**src/rtl/rom_fetch_arbiter.sv**
```systemverilog
`default_nettype none
// ============================================================================
// Module   : rom_fetch_arbiter
// Purpose  : Shares one SDRAM read channel between the four ROM fetch ports
//            of the game core (tiles, sprites, theme audio, 68k program).
//            Request pulses are latched per port, arbitrated by fixed
//            priority (tiles > sprites > m68k > theme), and served one read
//            at a time. Each port's returned word lands in its own holding
//            register. The 68k port additionally drives sdram_dtack.
// Ports    : clk_sys, reset            - clock, async active-high reset
//            <port>_rom_req/addr/dout  - per-port request, word address, data
//            sdram_dtack               - 0 while a 68k fetch is outstanding
//            sd_rd/sd_addr             - SDRAM read request (level), byte addr
//            sd_valid/sd_dout          - SDRAM read return
// Revision : 1.0 - initial release
// ============================================================================
module rom_fetch_arbiter #(
    parameter logic [24:0] TILES_BASE = 25'h0000000,
    parameter logic [24:0] SPR_BASE   = 25'h0100000,
    parameter logic [24:0] THEME_BASE = 25'h0300000,
    parameter logic [24:0] M68K_BASE  = 25'h0400000
) (
    input  logic        clk_sys,
    input  logic        reset,

    input  logic        tiles_rom_req,
    input  logic [17:0] tiles_rom_addr,
    output logic [31:0] tiles_rom_dout,

    input  logic        spr_rom_req,
    input  logic [18:0] spr_rom_addr,
    output logic [31:0] spr_rom_dout,

    input  logic        theme_rom_req,
    input  logic [17:0] theme_rom_addr,
    output logic [31:0] theme_rom_dout,

    input  logic        m68k_rom_req,
    input  logic [17:0] m68k_rom_addr,
    output logic [15:0] m68k_rom_dout,
    output logic        sdram_dtack,

    output logic        sd_rd,
    output logic [24:0] sd_addr,
    input  logic        sd_valid,
    input  logic [31:0] sd_dout
);

    typedef enum logic [1:0] {
        IDLE = 2'd0,
        WAIT = 2'd1,
        DONE = 2'd2
    } state_t;

    // Port identifiers double as bit positions in the pending vector.
    localparam logic [1:0] c_PORT_TILES = 2'd0;
    localparam logic [1:0] c_PORT_SPR   = 2'd1;
    localparam logic [1:0] c_PORT_THEME = 2'd2;
    localparam logic [1:0] c_PORT_M68K  = 2'd3;

    state_t      r_state_q,       w_state_d;
    logic [3:0]  r_pend_q,        w_pend_d;
    logic [17:0] r_tiles_addr_q,  w_tiles_addr_d;
    logic [18:0] r_spr_addr_q,    w_spr_addr_d;
    logic [17:0] r_theme_addr_q,  w_theme_addr_d;
    logic [17:0] r_m68k_addr_q,   w_m68k_addr_d;
    logic [1:0]  r_port_q,        w_port_d;
    logic        r_half_q,        w_half_d;
    logic        r_sd_rd_q,       w_sd_rd_d;
    logic [24:0] r_sd_addr_q,     w_sd_addr_d;
    logic [31:0] r_tiles_dout_q,  w_tiles_dout_d;
    logic [31:0] r_spr_dout_q,    w_spr_dout_d;
    logic [31:0] r_theme_dout_q,  w_theme_dout_d;
    logic [15:0] r_m68k_dout_q,   w_m68k_dout_d;
    logic        r_dtack_q,       w_dtack_d;

    logic        w_grant;
    logic [1:0]  w_gport;
    logic [24:0] w_gaddr;
    logic [3:0]  w_pend_clr;
    logic        w_wr_en;
    logic [3:0]  w_req_vec;

    logic [24:0] w_tiles_sd;
    logic [24:0] w_spr_sd;
    logic [24:0] w_theme_sd;
    logic [24:0] w_m68k_sd;

    assign w_req_vec = {m68k_rom_req, theme_rom_req, spr_rom_req, tiles_rom_req};

    // Byte addresses; the sums wrap at 25 bits. The 68k fetches the 32-bit
    // word holding its 16-bit word and picks the half on return.
    assign w_tiles_sd = TILES_BASE + {5'd0, r_tiles_addr_q, 2'b00};
    assign w_spr_sd   = SPR_BASE   + {4'd0, r_spr_addr_q, 2'b00};
    assign w_theme_sd = THEME_BASE + {5'd0, r_theme_addr_q, 2'b00};
    assign w_m68k_sd  = M68K_BASE  + {6'd0, r_m68k_addr_q[17:1], 2'b00};

    // Address capture: a new request always overwrites the latched address.
    assign w_tiles_addr_d = tiles_rom_req ? tiles_rom_addr : r_tiles_addr_q;
    assign w_spr_addr_d   = spr_rom_req   ? spr_rom_addr   : r_spr_addr_q;
    assign w_theme_addr_d = theme_rom_req ? theme_rom_addr : r_theme_addr_q;
    assign w_m68k_addr_d  = m68k_rom_req  ? m68k_rom_addr  : r_m68k_addr_q;

    // Fixed-priority winner among pending ports.
    always_comb begin
        w_grant = 1'b0;
        w_gport = c_PORT_TILES;
        w_gaddr = w_tiles_sd;
        if (r_pend_q[c_PORT_TILES]) begin
            w_grant = 1'b1;
            w_gport = c_PORT_TILES;
            w_gaddr = w_tiles_sd;
        end else if (r_pend_q[c_PORT_SPR]) begin
            w_grant = 1'b1;
            w_gport = c_PORT_SPR;
            w_gaddr = w_spr_sd;
        end else if (r_pend_q[c_PORT_M68K]) begin
            w_grant = 1'b1;
            w_gport = c_PORT_M68K;
            w_gaddr = w_m68k_sd;
        end else if (r_pend_q[c_PORT_THEME]) begin
            w_grant = 1'b1;
            w_gport = c_PORT_THEME;
            w_gaddr = w_theme_sd;
        end
    end

    // Transaction FSM: next state and registered SDRAM request.
    always_comb begin
        w_state_d   = r_state_q;
        w_sd_rd_d   = r_sd_rd_q;
        w_sd_addr_d = r_sd_addr_q;
        w_port_d    = r_port_q;
        w_half_d    = r_half_q;
        w_pend_clr  = 4'b0000;
        w_wr_en     = 1'b0;
        case (r_state_q)
            // DONE is the single cycle with sd_rd low after a return; it
            // arbitrates like IDLE so a waiting port is re-issued after
            // exactly that one-cycle gap (sd_rd high two cycles after
            // sd_valid). With nothing pending it settles in IDLE.
            IDLE, DONE: begin
                w_sd_rd_d = 1'b0;
                w_state_d = IDLE;
                if (w_grant) begin
                    w_state_d           = WAIT;
                    w_sd_rd_d           = 1'b1;
                    w_sd_addr_d         = w_gaddr;
                    w_port_d            = w_gport;
                    w_half_d            = r_m68k_addr_q[0];
                    w_pend_clr[w_gport] = 1'b1;
                end
            end
            WAIT: begin
                if (sd_valid) begin
                    w_wr_en   = 1'b1;
                    w_sd_rd_d = 1'b0;
                    w_state_d = DONE;
                end
            end
            default: begin
                w_state_d = IDLE;
                w_sd_rd_d = 1'b0;
            end
        endcase
    end

    // A request arriving on the grant edge re-arms the flag, so capture
    // takes precedence over the grant's clear.
    assign w_pend_d = (r_pend_q & ~w_pend_clr) | w_req_vec;

    // Holding registers: only the port owning the transaction is written.
    always_comb begin
        w_tiles_dout_d = r_tiles_dout_q;
        w_spr_dout_d   = r_spr_dout_q;
        w_theme_dout_d = r_theme_dout_q;
        w_m68k_dout_d  = r_m68k_dout_q;
        if (w_wr_en) begin
            case (r_port_q)
                c_PORT_TILES: w_tiles_dout_d = sd_dout;
                c_PORT_SPR:   w_spr_dout_d   = sd_dout;
                c_PORT_THEME: w_theme_dout_d = sd_dout;
                default:      w_m68k_dout_d  = r_half_q ? sd_dout[31:16] : sd_dout[15:0];
            endcase
        end
    end

    // A fresh 68k request wins over a delivery on the same edge so the CPU
    // keeps waiting for the newly requested word.
    always_comb begin
        w_dtack_d = r_dtack_q;
        if (m68k_rom_req) begin
            w_dtack_d = 1'b0;
        end else if (w_wr_en && (r_port_q == c_PORT_M68K)) begin
            w_dtack_d = 1'b1;
        end
    end

    always_ff @(posedge clk_sys or posedge reset) begin
        if (reset) begin
            r_state_q      <= IDLE;
            r_pend_q       <= 4'b0000;
            r_tiles_addr_q <= 18'd0;
            r_spr_addr_q   <= 19'd0;
            r_theme_addr_q <= 18'd0;
            r_m68k_addr_q  <= 18'd0;
            r_port_q       <= c_PORT_TILES;
            r_half_q       <= 1'b0;
            r_sd_rd_q      <= 1'b0;
            r_sd_addr_q    <= 25'd0;
            r_tiles_dout_q <= 32'd0;
            r_spr_dout_q   <= 32'd0;
            r_theme_dout_q <= 32'd0;
            r_m68k_dout_q  <= 16'd0;
            r_dtack_q      <= 1'b1;
        end else begin
            r_state_q      <= w_state_d;
            r_pend_q       <= w_pend_d;
            r_tiles_addr_q <= w_tiles_addr_d;
            r_spr_addr_q   <= w_spr_addr_d;
            r_theme_addr_q <= w_theme_addr_d;
            r_m68k_addr_q  <= w_m68k_addr_d;
            r_port_q       <= w_port_d;
            r_half_q       <= w_half_d;
            r_sd_rd_q      <= w_sd_rd_d;
            r_sd_addr_q    <= w_sd_addr_d;
            r_tiles_dout_q <= w_tiles_dout_d;
            r_spr_dout_q   <= w_spr_dout_d;
            r_theme_dout_q <= w_theme_dout_d;
            r_m68k_dout_q  <= w_m68k_dout_d;
            r_dtack_q      <= w_dtack_d;
        end
    end

    assign tiles_rom_dout = r_tiles_dout_q;
    assign spr_rom_dout   = r_spr_dout_q;
    assign theme_rom_dout = r_theme_dout_q;
    assign m68k_rom_dout  = r_m68k_dout_q;
    assign sdram_dtack    = r_dtack_q;
    assign sd_rd          = r_sd_rd_q;
    assign sd_addr        = r_sd_addr_q;

endmodule
`default_nettype wire

```
**config.mk**
```make
export PLATFORM = sky130hd
export DESIGN_NAME = rom_fetch_arbiter
export DESIGN_NICKNAME = d
export VERILOG_FILES = /design/src/rtl/rom_fetch_arbiter.sv
export SDC_FILE = /design/constraint.sdc
export NUM_CORES = 1
export LEC_CHECK = 0
export CORE_MARGIN = 4
export CORE_UTILIZATION = 48
export CTS_CLUSTER_DIAMETER = 40
export DETAILED_ROUTE_END_ITERATION = 10
export PLACE_DENSITY_LB_ADDON = 0.3
export SLEW_MARGIN = 20
export SYNTH_ARGS = -nofsm -noshare
export SYNTH_HDL_FRONTEND = slang
export SYNTH_SLANG_ARGS = --single-unit
```
**constraint.sdc**
```tcl
create_clock -name clk_sys -period 9.4 [get_ports clk_sys]
set_clock_uncertainty 0.15 [all_clocks]
set_input_delay 1.88 -clock clk_sys [delete_from_list [all_inputs] [get_ports clk_sys]]
set_output_delay 1.88 -clock clk_sys [all_outputs]
set_load 0.05 [all_outputs]
```
==> metrics.md, run 1 <==
| Metric | Value |
|---|---|
| Placed cells | `1066` |
| Pin count of the biggest net entering global routing | `131` |
| Asr flop ratio synth | `100%` |
| DIE WIDTH | `145 microns` |
| Max-cap violations | `0` |
| Status | `finished, final reports clean` |
| Post-CTS Setup Bufs | `0` |
| Worst-path clk slew | `0.05 ns` |
| Synth Instances | `634` |
| Setup violators final | `0` |
| Synth area leaders | `dfrtp_1 60%, mux2_2 23%, a221o_1 2.0%` |
| Max Freq | `254 MHz` |
| Buffers & Inverters on Critical Path | `1` |
| Cell with the most instances after synthesis | `dfrtp_1` |
| Maximum VDD drop | `194 uV` |
| Worst endpoint required time | `7.37 ns` |
| Fillcell total | `1251` |
| First-pass GRT wire length | `35.8 mm` |
| Num CTS Buffers | `29` |
| Avg Cell Area, Syn | `14.2 sq um` |
| Startpoint Class | `register` |
| CTS tree | `done` |
| WP data arrival | `1.91 ns` |
| Wirelength, routed | `22.9 mm` |
| Critical path origin | `sdram_dtack` |
| Post-synth top cells | `216 x dfrtp_1, 183 x mux2_2, 24 x o21ai_0` |
| Clock sinks | `217` |
| Antenna Violating Nets Remaining | `0` |
| R2r startpoint | `r_pend_q[2]` |
| Vias in the first global route | `6634` |
| Core region area | `18100 sq um` |
| Final HPWL DP | `15.8 mm` |
| Hold Buf Count CTS | `0` |
| Hold Path Class | `register to register` |
| Critical path's slowest cell | `clkdlybuf4s50_1` |
| FF-to-FF End | `r_half_q` |
| Number of DRC markers in iteration 0 | `343` |
| Endpoints failing hold | `0` |
| Routed wire per std cell | `20.5 microns` |
| RSZ-0062 raised after global routing | `false` |
| Post-route insts no fill | `1119` |
| Prevailing post-synth register cell | `dfrtp_1` |
| Final Wtd Congestion | `0.794` |
| Leak pwr | `0.00522 uW` |
| Starting Density | `49.4%` |
| CTS root buf | `clkbuf_16` |
| # nets final | `981` |
| Number of synthesized register bits | `217` |
| Logic depth of the worst register-to-register path | `4` |
| P per Cell Area | `393 nW/um^2` |
| Die ar. | `20900 sq um` |
| Resized Gates After CTS | `0` |
| Total gr overflow | `0` |
| Area of the mapped netlist | `8970 sq um` |
| Ant. Diodes | `0` |
| Slowest stage delay, CP | `0.86 ns` |
| CP Max Fanout | `2` |
| Post-synth top area share | `60.3%` |
| # H-tree levels | `1` |
| Post-synth top area cell | `dfrtp_1` |
| Setup_tns | `0 ns` |
| Synth warn | `0` |
| Row count | `49` |
| Logic depth of the worst path, buffers included | `1` |
| Sequential area share after synthesis | `60.5%` |
| I/O Buffers | `246` |
| Max Slew Vio Count | `0` |
| Setup CP Type | `register to output port` |
| Total track usage | `21.4%` |
| Die Y | `145 microns` |
| Num ports | `251` |
| Worst-Skew Late Latency | `0.52 ns` |
| FF/Latch Area | `5430 sq um` |
| Area Overhead vs Synth | `39.5%` |
| Critical path cell sequence | `clkdlybuf4s50_1` |
| Post-synth EDFFs | `0` |
| Multi-input logic area | `3190 sq um` |
| Max_slew headroom | `27.3%` |
| Worst Setup End Kind | `output port` |
| Synth cell types | `35` |
| Worst Tran Pin Value | `1.09 ns` |
| Worst setup endpoint | `sdram_dtack` |
| Period utilization | `41.9%` |
| Vias post-DR | `6170` |
| Initial antenna violation count | `0` |
| Layout cells sized above 1 | `28.3%` |
| Fin crit period | `3.94 ns` |
| R2R Setup Slk | `6.63 ns` |
| Worst path top cell family by delay | `buffers and inverters` |
| DRC | `0` |
| Drt pass-1 iters | `4` |
| Max Root-Sink Buffers | `3` |
| Vias per cell | `5.51` |
-- metal layers --
| layer | vias up | part of all wire (%) | routed length, microns | GRT usage, % |
|---|---|---|---|---|
| li1 | 2749 | - | - | - |
| met1 | 3106 | 41 | 9430 | 28.9 |
| met2 | 277 | 50 | 11400 | 36.8 |
| met3 | 38 | 7.2 | 1650 | 3.52 |
| met4 | 0 | 1.8 | 421 | 4.96 |
| met5 | - | 0 | 0 | 0 |
-- worst min-delay path by stage --
| stage | startpoint | to | slack (ns) | cells past startpoint |
|---|---|---|---|---|
| final | sdram_dtack | sdram_dtack | 0.31 | 2 |
| after global routing | sdram_dtack | sdram_dtack | 0.33 | 2 |
| after CTS | sdram_dtack | sdram_dtack | 0.31 | 2 |
| after detailed placement | sdram_dtack | sdram_dtack | 0.31 | 2 |
| after global placement | sdram_dtack | sdram_dtack | 0.30 | 2 |
| after floorplan | r_theme_addr_q[17] | r_theme_addr_q[17] | 0.32 | 1 |
-- per-stage QoR --
| stage | util (%) | setup WS (ns) | hold slack, ns | cell area [sq um] | power (uW) |
|---|---|---|---|---|---|
| after floorplan | - | 1.44 | 0.322 | 8980 | 3010 |
| after global placement | 63.4 | 5.12 | 0.300 | 11500 | 3770 |
| after detailed placement | 63.4 | 4.99 | 0.306 | 11500 | 3830 |
| after CTS | 68.9 | 5.45 | 0.315 | 12500 | 4960 |
| after global routing | 68.9 | 5.42 | 0.327 | 12500 | 5120 |
| final | 68.9 | 5.46 | 0.311 | 12500 | 4920 |
-- logic make-up after synthesis --
family                 Yosys count  share of synthesized area (%)
flip-flops                     217                           60.5
multiplexers                   185                           23.2
AND/OR/NAND/NOR                 55                           3.85
AO/OA/AOI/OAI                  104                           8.33
buffers and inverters           72                           4.02
other                            1                         0.0418
-- where the power goes --
| group | internal (uW) | total [uW] | switching (uW) | leakage [uW] |
|---|---|---|---|---|
| Sequential | 1270 | 1490 | 227 | 0.00258 |
| Combinational | 876 | 2320 | 1440 | 0.00216 |
| Clock | 697 | 1110 | 412 | 0.000479 |
-- area by class of cell --
type | count | area share (%)
Clock buffer | 33 | 6.08
Clock inverter | 19 | 1.90
Inverter | 20 | 0.660
Multi-Input combinational cell | 348 | 25.5
Sequential cell | 217 | 43.4
Tap cell | 229 | 2.29
Timing Repair Buffer | 253 | 20.1
-- sequential cells by signal, indices dropped and copies added, names as in the netlist --
signal / flops
r_pend_q: 4
sd_addr: 21
sdram_dtack: 1
theme_rom_dout: 32
r_theme_addr_q: 18
r_tiles_addr_q: 18
r_spr_addr_q: 19
r_m68k_addr_q: 18
tiles_rom_dout: 32
r_port_q: 2
r_state_q: 2
r_half_q: 1
sd_rd: 1
m68k_rom_dout: 16
spr_rom_dout: 32
-- placed cells by master (no fill, tap or decap), types with 5 or more instances in the layout --
master,count
inv_1,19
mux2_2,183
a2bb2oi_1,17
a21oi_1,19
clkbuf_16,29
o21ai_0,24
dfrtp_1,215
a211oi_1,17
nand2_1,17
a221o_1,18
nor2_1,5
clkdlybuf4s50_1,245
nand3b_1,18
buf_4,5
No activity file was read; power rests on OpenSTA's default activity.
==> run 2: changes to the inputs <==
CORE_UTILIZATION = 43   (was 48)
clock period = 3.3 ns   (was 9.4 ns; I/O delays follow)
==> run 2 against run 1 <==
Critical path depth stayed put. Routed wire length is 2.4% lower. Sequential share of layout area is 1.2 points lower. Critical path type unchanged. Flip-flop and latch count stayed put.
==> metrics.md, run 2 (same netlist as run 1, synthesis figures left out) <==
| Metric | Value |
|---|---|
| P per Cell Area | `1100 nW/um^2 (was 393 nW/um^2)` |
| DP Area | `11800 sq um (was 11500 sq um)` |
| Leak pwr | `0.00538 uW (was 0.00522 uW)` |
| Post-CTS Setup Bufs | `0 (unchanged)` |
| Hold Path Class | `register to register (unchanged)` |
| Post-route insts no fill | `1183 (was 1119)` |
| RSZ-0062 raised after global routing | `false (unchanged)` |
| Die Y | `152 microns (was 145 microns)` |
| First-pass GRT wire length | `35.7 mm (was 35.8 mm)` |
| Max Root-Sink Buffers | `3 (unchanged)` |
| # nets final | `1001 (was 981)` |
| Total gr overflow | `0 (unchanged)` |
| I/O Buffers | `246 (unchanged)` |
| Total track usage | `18.6% (was 21.4%)` |
| Fin crit period | `2.68 ns` |
| Final Wtd Congestion | `0.749 (was 0.794)` |
| Worst Setup End Kind | `output port (unchanged)` |
| Wirelength, routed | `22.3 mm (was 22.9 mm)` |
| Routed wire per std cell | `18.9 microns (was 20.5 microns)` |
| GR Layer Usage met2 | `31.4% (was 36.8%)` |
| Vias per cell | `5.18 (was 5.51)` |
| Busiest grt layer | `met2 (unchanged)` |
| Area Overhead vs Synth | `43.3% (was 39.5%)` |
| Setup violators final | `0 (unchanged)` |
| Max-cap violations | `0 (unchanged)` |
| Tot Pwr | `14200 uW (was 4920 uW)` |
| Hold path depth | `2 (unchanged)` |
| Num CTS Buffers | `31 (was 29)` |
| Final hold slack | `0.332 ns (was 0.311 ns)` |
| Startpoint Class | `register (unchanged)` |
| Endpoints failing hold | `0 (unchanged)` |
| Starting Density | `44.1% (was 49.4%)` |
| Worst path top cell family by delay | `buffers and inverters (unchanged)` |
| Buffers & Inverters on Critical Path | `1 (unchanged)` |
| Layout cells sized above 1 | `29.7% (was 28.3%)` |
| Logic depth of the worst register-to-register path | `4 (unchanged)` |
| Finished Cell Area | `12900 sq um (was 12500 sq um)` |
| Setup CP Type | `register to output port (unchanged)` |
| Clock sinks | `217 (unchanged)` |
| Worst endpoint required time | `2.49 ns (was 7.37 ns)` |
| Ant. Diodes | `0 (unchanged)` |
| FF-to-FF End | `r_half_q (unchanged)` |
| Vias in the first global route | `6356 (was 6634)` |
| CTS root buf | `clkbuf_16 (unchanged)` |
| Fillcell total | `1617 (was 1251)` |
| Initial antenna violation count | `1 (was 0)` |
| Placed cells | `1126 (was 1066)` |
| Number of DRC markers in iteration 0 | `321 (was 343)` |
| Final HPWL DP | `15.5 mm (was 15.8 mm)` |
| DIE WIDTH | `152 microns (was 145 microns)` |
| Status | `finished, final reports clean (unchanged)` |
| Period utilization | `81.2%` |
| Hold Buf Count CTS | `0 (unchanged)` |
| Commonest cells after routing, fill and taps aside | `246 x clkdlybuf4s50_1, 216 x dfrtp_1, 183 x mux2_2 (was 245 x clkdlybuf4s50_1, 215 x dfrtp_1, 183 x mux2_2)` |
| Resized Gates After CTS | `0 (unchanged)` |
| Critical path cell sequence | `clkdlybuf4s50_1 (unchanged)` |
| Worst-Skew Late Latency | `0.53 ns (was 0.52 ns)` |
| Worst Tran Pin Value | `0.960 ns (was 1.09 ns)` |
| Slowest stage delay, CP | `0.80 ns (was 0.86 ns)` |
| Num ports | `251 (unchanged)` |
| WP data arrival | `1.87 ns (was 1.91 ns)` |
| Max Freq | `373 MHz` |
| Vias post-DR | `6126 (was 6170)` |
| R2r startpoint | `r_pend_q[0] (was r_pend_q[2])` |
| R2R Setup Slk | `1.06 ns (was 6.63 ns)` |
| Critical path's slowest cell | `clkdlybuf4s50_1 (unchanged)` |
| Drt pass-1 iters | `4 (unchanged)` |
| Core region area | `20400 sq um (was 18100 sq um)` |
| Row count | `52 (was 49)` |
| Maximum VDD drop | `368 uV (was 194 uV)` |
| Core Util, Final | `63.1% (was 68.9%)` |
| Pin count of the biggest net entering global routing | `43 (was 131)` |
| Sink of the worst hold path | `sdram_dtack (unchanged)` |
| CP Max Fanout | `2 (unchanged)` |
| DRC | `0 (unchanged)` |
| Max Slew Vio Count | `0 (unchanged)` |
| Die ar. | `23200 sq um (was 20900 sq um)` |
| CTS tree | `done (unchanged)` |
| Commonest non-fill, non-tap cell in the layout | `clkdlybuf4s50_1 (unchanged)` |
| Antenna Violating Nets Remaining | `0 (unchanged)` |
| Met1 usage | `24.8% (was 28.9%)` |
| Launch point of the worst hold path | `sdram_dtack (unchanged)` |
| Max_slew headroom | `35.8% (was 27.3%)` |
| Logic depth of the worst path, buffers included | `1 (unchanged)` |
| # H-tree levels | `1 (unchanged)` |
| GR Util met3 | `4.86% (was 3.52%)` |
| Worst-path clk slew | `0.05 ns (about the same)` |
[run 2: final cells by class]
cell class,count,area (sq um),area share (%)
repair buffers,271,2740,21.3
clock buffers,36,805,6.26
well taps,270,338,2.63
clock inverters,21,268,2.08
multi-input cells,348,3190,24.9
flip-flops and latches,217,5430,42.3
inverters,20,78.8,0.613
[run 2: worst reg2reg max path, stage by stage (launching register included)]
cell     delay [ns]
dfrtp_1        0.92
nor4_4         0.06
nor2_2         0.32
buf_4          0.30
mux2_2         0.36
[run 2: how the worst max path moves through the flow]
stage	from	endpoint	slack (ns)
6_report	sdram_dtack	sdram_dtack	0.62
3_3_place_gp	sd_valid	tiles_rom_dout[10]	0.62
4_1_cts	sdram_dtack	sdram_dtack	0.58
2_1_floorplan	reset	m68k_rom_dout[0]	-0.34
5_1_grt	sdram_dtack	sdram_dtack	0.58
3_5_place_dp	sd_valid	tiles_rom_dout[27]	0.58
[run 2: where the power goes]
| group | leakage (uW) | switching, uW | internal [uW] |
|---|---|---|---|
| logic | 0.00227 | 4070 | 2530 |
| clock network | 0.000531 | 1220 | 2160 |
| registers | 0.00258 | 589 | 3610 |
[run 2: routing by layer]
metal / wire [microns] / share of wire [%]
met5: 19 / 0.085
met4: 200 / 0.90
met1: 9860 / 44
met2: 10600 / 47
met3: 1650 / 7.4
[run 2: stage by stage]
stage / setup TNS [ns] / setup slack [ns]
global placement: 0 / 0.625
global route: 0 / 0.577
finish: 0 / 0.620
floorplan: -72.43 / -0.335
detailed placement: 0 / 0.579
CTS: 0 / 0.578
==> run 3: changes to the inputs <==
clock period = 2.2 ns   (was 3.3 ns; I/O delays follow)
==> run 3 against run 2 <==
Global-route usage is 0.27 points higher. Die area stayed put. First-iteration DRC count is 4.4% lower. Hold slack worse by 0.25 ns. Power is 42% higher. Final area is 1.4% lower. Sequential power is 47% higher. Largest cell class unchanged. Sequential share of layout area is 0.59 points higher. Clock power is 40% higher.
==> metrics.md, run 3 (same netlist as run 1, synthesis figures left out) <==
| Metric | Value |
|---|---|
| Status | `finished, final reports clean (unchanged)` |
| Core region area | `20400 sq um (unchanged)` |
| Total gr overflow | `0 (unchanged)` |
| Max Slew Vio Count | `0 (unchanged)` |
| Startpoint Class | `register (unchanged)` |
| Worst path top cell family by delay | `buffers and inverters (unchanged)` |
| Finished Cell Area | `12700 sq um (was 12900 sq um)` |
| Critical path's slowest cell | `dlygate4sd2_1 (was clkdlybuf4s50_1)` |
| Commonest cells after routing, fill and taps aside | `216 x dfrtp_1, 183 x mux2_2, 125 x dlygate4sd2_1 (was 246 x clkdlybuf4s50_1, 216 x dfrtp_1, 183 x mux2_2)` |
| Slowest stage delay, CP | `0.55 ns (was 0.80 ns)` |
| Area Overhead vs Synth | `41.3% (was 43.3%)` |
| I/O Buffers | `246 (unchanged)` |
| Vias post-DR | `6108 (was 6126)` |
| WP data arrival | `1.46 ns (was 1.87 ns)` |
| Core Util, Final | `62.2% (was 63.1%)` |
| # H-tree levels | `1 (unchanged)` |
| Max Root-Sink Buffers | `3 (unchanged)` |
| Num CTS Buffers | `29 (was 31)` |
| Number of DRC markers in iteration 0 | `307 (was 321)` |
| First-pass GRT wire length | `36.3 mm (was 35.7 mm)` |
| Max-cap violations | `0 (unchanged)` |
| Final hold slack | `0.0869 ns (was 0.332 ns)` |
| Worst-path clk slew | `0.06 ns (was 0.05 ns)` |
| Max_slew headroom | `32.7% (was 35.8%)` |
| Maximum VDD drop | `624 uV (was 368 uV)` |
| DP Area | `11800 sq um (about the same)` |
| CP Max Fanout | `2 (unchanged)` |
| Setup violators final | `0 (unchanged)` |
| CTS root buf | `clkbuf_16 (unchanged)` |
| Leak pwr | `0.00561 uW (was 0.00538 uW)` |
| DRC | `0 (unchanged)` |
| # nets final | `1000 (was 1001)` |
| Die ar. | `23200 sq um (unchanged)` |
| Routed wire per std cell | `18.9 microns (about the same)` |
| Commonest non-fill, non-tap cell in the layout | `dfrtp_1 (was clkdlybuf4s50_1)` |
| Vias in the first global route | `6445 (was 6356)` |
| P per Cell Area | `1590 nW/um^2 (was 1100 nW/um^2)` |
| Buffers & Inverters on Critical Path | `1 (unchanged)` |
| Worst-Skew Late Latency | `0.53 ns (about the same)` |
| Tot Pwr | `20100 uW (was 14200 uW)` |
| Num ports | `251 (unchanged)` |
| Worst Setup End Kind | `output port (unchanged)` |
| Final HPWL DP | `15.5 mm (about the same)` |
| Period utilization | `93.2%` |
| Worst Tran Pin Value | `1.01 ns (was 0.960 ns)` |
| DIE WIDTH | `152 microns (unchanged)` |
| Drt pass-1 iters | `4 (unchanged)` |
| CTS tree | `done (unchanged)` |
| Max Freq | `487 MHz` |
| Vias per cell | `5.17 (was 5.18)` |
| RSZ-0062 raised after global routing | `false (unchanged)` |
| Hold Buf Count CTS | `0 (unchanged)` |
| Antenna Violating Nets Remaining | `0 (unchanged)` |
| Fin crit period | `2.05 ns` |
| Total track usage | `18.9% (was 18.6%)` |
| Pin count of the biggest net entering global routing | `58 (was 43)` |
| Die Y | `152 microns (unchanged)` |
| Wirelength, routed | `22.3 mm (about the same)` |
| Setup CP Type | `register to output port (unchanged)` |
| Setup_tns | `0 ns (unchanged)` |
| Hold Path Class | `input port to async pin (was register to register)` |
| Final Wtd Congestion | `0.776 (was 0.749)` |
| Critical path cell sequence | `dlygate4sd2_1 (was clkdlybuf4s50_1)` |
| Starting Density | `44.1% (unchanged)` |
| Clock sinks | `217 (unchanged)` |
| Ant. Diodes | `0 (unchanged)` |
| Initial antenna violation count | `1 (unchanged)` |
| Layout cells sized above 1 | `30.7% (was 29.7%)` |
| Worst endpoint required time | `1.61 ns (was 2.49 ns)` |
| Endpoints failing hold | `0 (unchanged)` |
| Row count | `52 (unchanged)` |
run 3: cell count changes in the layout (fill, tap and decap cells not counted), sizes merged, moves of 4 or more:
cell / change
clkinv: -4
buf: +11
clkdlybuf4s50: -135
dlygate4sd2: +125
run 3: report_power, final:
group	total (uW)	switching, uW	internal [uW]
registers	6180	764	5410
clock network	4740	1740	2990
logic	9220	6220	3000
total	20100	8730	11400
run 3: worst paths after layout:
path	from	slack, ns	to	depth (start not counted)
max	sd_addr[10]	0.15	sd_addr[10]	1
min	reset	0.09	r_tiles_addr_q[5]	2
max reg2reg	r_pend_q[1]	0.28	r_half_q	3
min reg2reg	sdram_dtack	0.33	sdram_dtack	2
max in group asynchronous	reset	1.13	m68k_rom_dout[10]	4
min in group clk_sys	sdram_dtack	0.33	sdram_dtack	2
run 3: metal layers:
layer	GRT usage [%]	routed length, microns	vias to the layer above	part of all wire [%]
met5	0	20	-	0.090
li1	-	-	2810	-
met4	3.44	276	2	1.2
met2	31.3	10500	219	47
met1	26.1	10100	3053	45
met3	4.15	1510	24	6.7
run 3: stage by stage:
step / instances / worst slack, ns
2_1_floorplan: 637 / -1.22
3_3_place_gp: 1127 / -0.0964
3_5_place_dp: 1127 / -0.166
4_1_cts: 1181 / 0.134
5_1_grt: 1181 / 0.112
6_report: 1181 / 0.149
run 3: cell type report:
class,instances,area [sq um]
Clock buffer,38,820
Clock inverter,16,188
Fill cell,1631,7690
Inverter,20,78.8
Multi-Input combinational cell,348,3190
Sequential cell,217,5430
Tap cell,270,338
Timing Repair Buffer,272,2630
run 3: timing repair:
| action | in CTS | in global routing |
|---|---|---|
| endpoints found under the setup margin | 125 | 0 |
| buffers inserted | 0 | 0 |
| gates resized for setup | 125 | 0 |
